==> src/rtl/dl_mem_arbiter_pkg.sv <==
// -----------------------------------------------------------------------------
// berzerk_dl_pkg
// Shared types and defaults for the download/CPU BRAM arbiter.
//   arb_state_t : arbiter FSM states (IDLE, RD)
//   dl_entry_t  : one buffered download byte (address + data)
//   DL_AW       : default BRAM byte-address width
//   DL_ROM_SIZE : default number of accepted download bytes
// -----------------------------------------------------------------------------
package berzerk_dl_pkg;

  localparam int          DL_AW       = 16;
  localparam int unsigned DL_ROM_SIZE = 32'h0001_0000;

  typedef enum logic [0:0] {
    IDLE = 1'b0,
    RD   = 1'b1
  } arb_state_t;

  typedef struct packed {
    logic [DL_AW-1:0] addr;
    logic [7:0]       data;
  } dl_entry_t;

endpackage

==> src/rtl/dl_mem_arbiter_wr_fifo.sv <==
// -----------------------------------------------------------------------------
// dl_wr_fifo
// Small synchronous FIFO holding download bytes until the arbiter finds a
// free BRAM cycle. The head entry is visible combinationally on rd_entry.
// Ports:
//   clk_sys, reset_n : clock, synchronous active-low reset (empties FIFO)
//   push, wr_entry   : enqueue wr_entry (caller guarantees room or a same-edge pop)
//   pop              : dequeue head (caller guarantees non-empty)
//   rd_entry         : current head entry
//   full, empty      : occupancy flags
//   count            : number of stored entries, log2(DEPTH)+1 bits
// -----------------------------------------------------------------------------
module dl_wr_fifo
  import berzerk_dl_pkg::*;
#(
  parameter int DEPTH = 4
) (
  input  logic                       clk_sys,
  input  logic                       reset_n,
  input  logic                       push,
  input  dl_entry_t                  wr_entry,
  input  logic                       pop,
  output dl_entry_t                  rd_entry,
  output logic                       full,
  output logic                       empty,
  output logic [$clog2(DEPTH):0]     count
);

  localparam int PW = $clog2(DEPTH);

  dl_entry_t     mem_q [DEPTH];
  dl_entry_t     mem_d [DEPTH];
  logic [PW-1:0] wr_ptr_q, wr_ptr_d;
  logic [PW-1:0] rd_ptr_q, rd_ptr_d;
  logic [PW:0]   count_q,  count_d;

  always_comb begin
    mem_d    = mem_q;
    wr_ptr_d = wr_ptr_q;
    rd_ptr_d = rd_ptr_q;
    count_d  = count_q;
    if (push) begin
      mem_d[wr_ptr_q] = wr_entry;
      wr_ptr_d        = wr_ptr_q + 1'b1;
    end
    if (pop) begin
      rd_ptr_d = rd_ptr_q + 1'b1;
    end
    case ({push, pop})
      2'b10:   count_d = count_q + 1'b1;
      2'b01:   count_d = count_q - 1'b1;
      default: count_d = count_q;
    endcase
  end

  always_ff @(posedge clk_sys) begin
    if (!reset_n) begin
      wr_ptr_q <= '0;
      rd_ptr_q <= '0;
      count_q  <= '0;
    end else begin
      wr_ptr_q <= wr_ptr_d;
      rd_ptr_q <= rd_ptr_d;
      count_q  <= count_d;
    end
  end

  // Storage needs no reset: entries are only read once count says they exist.
  always_ff @(posedge clk_sys) begin
    mem_q <= mem_d;
  end

  assign rd_entry = mem_q[rd_ptr_q];
  assign full     = (count_q == (PW+1)'(DEPTH));
  assign empty    = (count_q == '0);
  assign count    = count_q;

endmodule

==> src/rtl/dl_mem_arbiter.sv <==
// -----------------------------------------------------------------------------
// dl_mem_arbiter
// Shares one single-port program BRAM between the HPS download byte stream and
// CPU reads. Download bytes are buffered in dl_wr_fifo; CPU reads win unless
// the FIFO is full, and buffered bytes drain in otherwise idle cycles.
// Optional feature macro: DL_CHECKSUM_EN adds dl_sum, the mod-256 sum of all
// bytes written to BRAM since the last dn_active rise.
// Ports:
//   clk_sys, reset_n          : clock, synchronous active-low reset
//   dn_active/dn_wr/dn_addr/dn_data : ioctl download level, strobe, address, byte
//   cpu_rd/cpu_addr           : CPU read request (level, held until cpu_ack)
//   cpu_ack/cpu_dout          : one-cycle ack, read data held until next ack
//   mem_addr/mem_din/mem_we   : registered BRAM port
//   mem_dout                  : BRAM read data, MEM_LAT cycles after mem_addr
//   dl_done                   : pulse when download ended and FIFO drained
//   dl_sum                    : checksum (DL_CHECKSUM_EN only)
//   dl_ovf                    : sticky, a download byte was lost
//
// state | meaning
// IDLE  | grant BRAM: forced write if FIFO full, else CPU read, else drain FIFO
// RD    | CPU read in flight for MEM_LAT+1 cycles; rd_cnt counts down to ack
// -----------------------------------------------------------------------------
module dl_mem_arbiter
  import berzerk_dl_pkg::*;
#(
  parameter int          AW       = DL_AW,
  parameter int unsigned ROM_SIZE = DL_ROM_SIZE,
  parameter int          DEPTH    = 4,
  parameter int          MEM_LAT  = 1
) (
  input  logic          clk_sys,
  input  logic          reset_n,
  input  logic          dn_active,
  input  logic          dn_wr,
  input  logic [AW-1:0] dn_addr,
  input  logic [7:0]    dn_data,
  input  logic          cpu_rd,
  input  logic [AW-1:0] cpu_addr,
  output logic          cpu_ack,
  output logic [7:0]    cpu_dout,
  output logic [AW-1:0] mem_addr,
  output logic [7:0]    mem_din,
  output logic          mem_we,
  input  logic [7:0]    mem_dout,
  output logic          dl_done,
`ifdef DL_CHECKSUM_EN
  output logic [7:0]    dl_sum,
`endif
  output logic          dl_ovf
);

  arb_state_t             state_q, state_d;
  logic [1:0]             rd_cnt_q, rd_cnt_d;
  logic [AW-1:0]          mem_addr_q, mem_addr_d;
  logic [7:0]             mem_din_q, mem_din_d;
  logic                   mem_we_q, mem_we_d;
  logic                   cpu_ack_q, cpu_ack_d;
  logic [7:0]             cpu_dout_q, cpu_dout_d;
  logic                   dn_active_q;
  logic                   dl_pend_q, dl_pend_d;
  logic                   dl_done_q, dl_done_d;
  logic                   dl_ovf_q, dl_ovf_d;
`ifdef DL_CHECKSUM_EN
  logic [7:0]             dl_sum_q, dl_sum_d;
`endif

  logic                   dn_rise;
  logic                   in_range;
  logic                   fifo_push, fifo_pop, fifo_full, fifo_empty;
  logic                   dn_drop;
  logic [$clog2(DEPTH):0] fifo_count;
  dl_entry_t              wr_entry, head;

  assign dn_rise  = dn_active & ~dn_active_q;
  // Widen to 32 bits so ROM_SIZE == 2**AW accepts every address.
  assign in_range = ({{(32-AW){1'b0}}, dn_addr} < ROM_SIZE);

  // A pop is exactly a BRAM write; only IDLE may write.
  assign fifo_pop  = (state_q == IDLE) && !fifo_empty && (fifo_full || !cpu_rd);
  // A full FIFO still accepts a byte when its head leaves on the same edge.
  assign fifo_push = dn_wr && in_range && (!fifo_full || fifo_pop);
  assign dn_drop   = dn_wr && in_range && fifo_full && !fifo_pop;

  always_comb begin
    wr_entry      = '0;
    wr_entry.addr = DL_AW'(dn_addr);
    wr_entry.data = dn_data;
  end

  dl_wr_fifo #(
    .DEPTH (DEPTH)
  ) u_fifo (
    .clk_sys  (clk_sys),
    .reset_n  (reset_n),
    .push     (fifo_push),
    .wr_entry (wr_entry),
    .pop      (fifo_pop),
    .rd_entry (head),
    .full     (fifo_full),
    .empty    (fifo_empty),
    .count    (fifo_count)
  );

  // Next-state logic.
  always_comb begin
    state_d  = state_q;
    rd_cnt_d = rd_cnt_q;
    case (state_q)
      IDLE: begin
        if (!fifo_full && cpu_rd) begin
          state_d  = RD;
          rd_cnt_d = 2'(MEM_LAT);
        end
      end
      RD: begin
        if (rd_cnt_q == 2'd0) state_d  = IDLE;
        else                  rd_cnt_d = rd_cnt_q - 2'd1;
      end
      default: state_d = IDLE;
    endcase
  end

  // Output / datapath logic.
  always_comb begin
    mem_addr_d = mem_addr_q;
    mem_din_d  = mem_din_q;
    mem_we_d   = 1'b0;
    cpu_ack_d  = 1'b0;
    cpu_dout_d = cpu_dout_q;
    if (fifo_pop) begin
      mem_addr_d = AW'(head.addr);
      mem_din_d  = head.data;
      mem_we_d   = 1'b1;
    end else if (state_q == IDLE && cpu_rd) begin
      mem_addr_d = cpu_addr;
    end
    if (state_q == RD && rd_cnt_q == 2'd0) begin
      cpu_dout_d = mem_dout;
      cpu_ack_d  = 1'b1;
    end

    dl_ovf_d = dl_ovf_q;
    if (dn_rise) dl_ovf_d = 1'b0;
    if (dn_drop) dl_ovf_d = 1'b1;

    dl_pend_d = dl_pend_q;
    dl_done_d = 1'b0;
    if (dn_rise) begin
      dl_pend_d = 1'b1;
    end else if (!dn_active && dl_pend_q && fifo_count == '0) begin
      dl_done_d = 1'b1;
      dl_pend_d = 1'b0;
    end

`ifdef DL_CHECKSUM_EN
    dl_sum_d = dl_sum_q;
    if (dn_rise)       dl_sum_d = 8'h00;
    else if (fifo_pop) dl_sum_d = dl_sum_q + head.data;
`endif
  end

  // State register.
  always_ff @(posedge clk_sys) begin
    if (!reset_n) begin
      state_q     <= IDLE;
      rd_cnt_q    <= '0;
      mem_addr_q  <= '0;
      mem_din_q   <= '0;
      mem_we_q    <= 1'b0;
      cpu_ack_q   <= 1'b0;
      cpu_dout_q  <= '0;
      dn_active_q <= 1'b0;
      dl_pend_q   <= 1'b0;
      dl_done_q   <= 1'b0;
      dl_ovf_q    <= 1'b0;
`ifdef DL_CHECKSUM_EN
      dl_sum_q    <= '0;
`endif
    end else begin
      state_q     <= state_d;
      rd_cnt_q    <= rd_cnt_d;
      mem_addr_q  <= mem_addr_d;
      mem_din_q   <= mem_din_d;
      mem_we_q    <= mem_we_d;
      cpu_ack_q   <= cpu_ack_d;
      cpu_dout_q  <= cpu_dout_d;
      dn_active_q <= dn_active;
      dl_pend_q   <= dl_pend_d;
      dl_done_q   <= dl_done_d;
      dl_ovf_q    <= dl_ovf_d;
`ifdef DL_CHECKSUM_EN
      dl_sum_q    <= dl_sum_d;
`endif
    end
  end

  assign mem_addr = mem_addr_q;
  assign mem_din  = mem_din_q;
  assign mem_we   = mem_we_q;
  assign cpu_ack  = cpu_ack_q;
  assign cpu_dout = cpu_dout_q;
  assign dl_done  = dl_done_q;
  assign dl_ovf   = dl_ovf_q;
`ifdef DL_CHECKSUM_EN
  assign dl_sum   = dl_sum_q;
`endif

endmodule

==> config.mk <==
export PLATFORM = sky130hd
export DESIGN_NAME = dl_mem_arbiter
export DESIGN_NICKNAME = d
export VERILOG_FILES = /design/src/rtl/dl_mem_arbiter_pkg.sv /design/src/rtl/dl_mem_arbiter_wr_fifo.sv /design/src/rtl/dl_mem_arbiter.sv
export SDC_FILE = /design/constraint.sdc
export NUM_CORES = 1
export LEC_CHECK = 0
export ABC_CLOCK_PERIOD_IN_PS = 6100
export CORE_UTILIZATION = 35
export DETAILED_ROUTE_END_ITERATION = 10
export GPL_ROUTABILITY_DRIVEN = 1
export PLACE_DENSITY = 0.68
export SLEW_MARGIN = 20
export SYNTH_ARGS = -nofsm -noshare
export SYNTH_HDL_FRONTEND = slang
export SYNTH_SLANG_ARGS = --single-unit
==> constraint.sdc <==
create_clock -name clk_sys -period 6.1 [get_ports clk_sys]
set_clock_uncertainty 0.1 [all_clocks]
set_input_delay 1.525 -clock clk_sys [delete_from_list [all_inputs] [get_ports clk_sys]]
set_output_delay 1.525 -clock clk_sys [all_outputs]
set_load 0.02 [all_outputs]
==> flow_summary_export.csv <==
group,metric,value,unit
status,status,"complete, no violations",
logic_synthesis,synth.top_cell.area_share,51.9,%
layout,final_layout_size_suffix_gt1_share,13.0,%
floorplan,fp.dieH,128,µm
detailed_routing,viasPerCell,4.77,
logic_synthesis,synth_area_leaders,"edfxtp_1, dfxtp_1, mux4_2",
detailed_routing,num_vias,3254,
critical_path,cpPeakStageDelay,0.46,ns
layout,final_common_cell,"edfxtp_1",
clock_network,clockBufferDepth,2,
clock_network,clock-root-buffer,"clkbuf_16",
detailed_routing,first_iter_violations,177,
clock_network,numCtsBuffers,17,
logic_synthesis,syn_area,5550,µm²
pwr,total_power,3.20,mW
critical_path,endpoint_kind,"flop",
detailed_routing,drc,0,
global_route,antenna_found_initial,0,
floorplan,dieArea,16400,µm²
pwr,ir_worst_vdd,0.000230,V
detailed_routing,route.antenna.remaining_nets,0,
floorplan,initial_utilization,36.1,%
logic_synthesis,yosysWarnings,0,
critical_path,cp.required,6.35,ns
layout,antenna-diode-count,0,
critical_path,critPathMaxFanout,26,
layout,n_fill_cell,1306,
logic_synthesis,syn_area_per_cell,15.2,µm²
critical_path,cp_cell_sequence,"clkdlybuf4s50_1 > o21ai_1 > nand3_4 > inv_4 > ha_1 > inv_1 > fa_1 > xor2_1 > or3_1 > a21boi_0",
sta,worstMarginPinSlew,0.962,ns
detailed_routing,wl_per_cell,16.2,µm
logic_synthesis,synth.distinct_cells,34,
global_route,first_global_vias,3543,
clock_network,htree_levels,4,
place,globalplace.congestion,0.704,
logic_synthesis,synth-seq-area-share,69.2,%
critical_path,crit_arrival,4.22,ns
sta,clock.fmax,251,MHz
global_route,grt-ovfl-total,0,
floorplan,fp-row-count,45,
clock_network,clock_sinks,144,
clock_network,postCtsHoldBufs,0,
logic_synthesis,synth_nets,426,
clock_network,postCtsSetupRepairBufs,0,
logic_synthesis,synth_cells,366,
critical_path,crit_path_start_kind,"input pin",
flow_run,cap_violations,0,
logic_synthesis,yosys.area.top_type,"edfxtp_1",
clock_network,clk_latency,0.42,ns
sta,max_slew_margin,35.9,%
logic_synthesis,postSynth.asyncResetShare,0,%
sta,fin_crit,3.98,ns
layout,layout_common_cells,"edfxtp_1, clkdlybuf4s50_1, nand2_1",
floorplan,die_w,128,µm
place,numPortBuffers,88,
pwr,cellPowerDensity,443,nW/µm²
global_route,grt_util_all_layers,14.7,%
floorplan,coreArea,15400,µm²
clock_network,path_clk_slew,0.06,ns
sta,maxSlewViolCount,0,
detailed_routing,first_pass_iters,4,
global_route,grt_max_degree,49,
detailed_routing,wl,11.0,mm
logic_synthesis,synth-seq-cells,144,
clock_network,ctsResizeCount,0,
hold_path,holdCritPathClass,"reg -> reg",
critical_path,criticalPathCategory,"in -> reg",
critical_path,slowest_stage,"clkdlybuf4s50_1",
global_route,grt_pass1_wl,17.6,mm
layout,nets,518,
clock_network,cts_tree,"yes",
floorplan,io_pins,89,
sta,fin_crit_sh,65.2,%
layout,area_growth_syn_to_layout,30.1,%
sta,hold_viol,0,
logic_synthesis,ys.flop_type,"edfxtp_1",
sta,rsz0062_at_grt,"false",
sta,setup_viol,0,
place,dp_hpwl,7.03,mm
pwr,leakagePower,2.45,nW
logic_synthesis,synth_edf_count,96,
sta,final.setup.tns,0,ns
where the power goes:
group	internal (mW)	switching, mW	leakage, nW	total, mW
registers	1.18	0.111	1.28	1.29
clock network	0.726	0.364	0.306	1.09
logic	0.383	0.439	0.862	0.822
total	2.28	0.914	2.45	3.20
sequential cells by signal (all words and copies together), names as in the netlist:
register	flops
cpu_dout	8
dl_done	1
mem_addr	16
u_fifo.count	3
dl_pend_q	1
dl_ovf	1
u_fifo.wr_ptr_q	2
cpu_ack	1
u_fifo.mem_q	96
state_q	1
mem_we	1
rd_cnt_q	2
u_fifo.rd_ptr_q	2
mem_din	8
dn_active_q	1
through the flow:
step           setup WS (ns)  std cells  hold slack (ns)  util [%]  cell area (µm²)
4_1_cts                 2.09        682            0.332      47.0             7230
3_5_place_dp            1.69        650            0.324      42.9             6590
6_report                2.12        682            0.329      47.0             7230
3_3_place_gp            1.81        650            0.317      42.9             6590
5_1_grt                 1.89        682            0.359      47.0             7230
2_1_floorplan           2.71        366            0.311         -             5550
Yosys cell counts, types with 2 or more instances:
| library cell | instances |
|---|---|
| a21boi_1 | 7 |
| clkbuf_1 | 8 |
| a31oi_1 | 16 |
| o21ai_1 | 14 |
| inv_1 | 9 |
| and2_1 | 13 |
| edfxtp_1 | 96 |
| buf_4 | 3 |
| nand3_1 | 9 |
| or3_1 | 2 |
| o21ai_0 | 6 |
| ha_1 | 6 |
| xnor2_1 | 4 |
| dfxtp_1 | 48 |
| nand2b_1 | 4 |
| a21boi_0 | 13 |
| buf_2 | 2 |
| nand2_1 | 60 |
| buf_6 | 8 |
| mux4_2 | 24 |
worst paths after layout:
kind / startpoint / to / slack (ns) / cells past startpoint
setup / recovery: cpu_rd / u_fifo.count[2]$_SDFFE_PN0P_ / 2.12 / 10
hold / removal: dl_pend_q$_SDFFE_PN0P_ / dl_done$_SDFF_PP0_ / 0.33 / 2
setup reg to reg: u_fifo.count[0]$_SDFFE_PN0P_ / u_fifo.count[2]$_SDFFE_PN0P_ / 3.18 / 9
hold reg to reg: dl_pend_q$_SDFFE_PN0P_ / dl_done$_SDFF_PP0_ / 0.33 / 2
routing by layer:
| metal | global-route usage, % | up-vias | part of all wire, % |
|---|---|---|---|
| met5 | 0 | - | 0 |
| met4 | 5.74 | 0 | 1.7 |
| met3 | 5.18 | 15 | 4.6 |
| met2 | 26.3 | 81 | 52 |
| met1 | 15.8 | 1619 | 41 |
| li1 | - | 1539 | - |
critical path, delay by kind of cell:
kind            cells  cell delay, ns
fa+ha+maj           2            0.63
buf+inv             3            0.91
simple gates        2            0.65
compound gates      2            0.34
xor+xnor            1            0.16
kinds of logic (layout without fill, tap and decap cells):
family | Yosys count | in the layout | share of synthesized area, %
mux | 25 | 25 | 9.91
flops | 144 | 144 | 69.2
fa+ha+maj | 7 | 7 | 1.71
buf+inv | 31 | 136 | 3.47
xor+xnor | 5 | 5 | 0.788
simple gates | 94 | 94 | 7.88
compound gates | 60 | 60 | 7.03
layout make-up:
type	count	area [µm²]	area share, %
inverter	10	40.0	0.554
multi-input combinational	191	1520	21.0
clock buffer	29	543	7.51
sequential	144	3840	53.2
clock inverter	3	90.1	1.25
timing repair buffer	94	926	12.8
tap	211	264	3.65
Power figures use the tool's default switching activity.
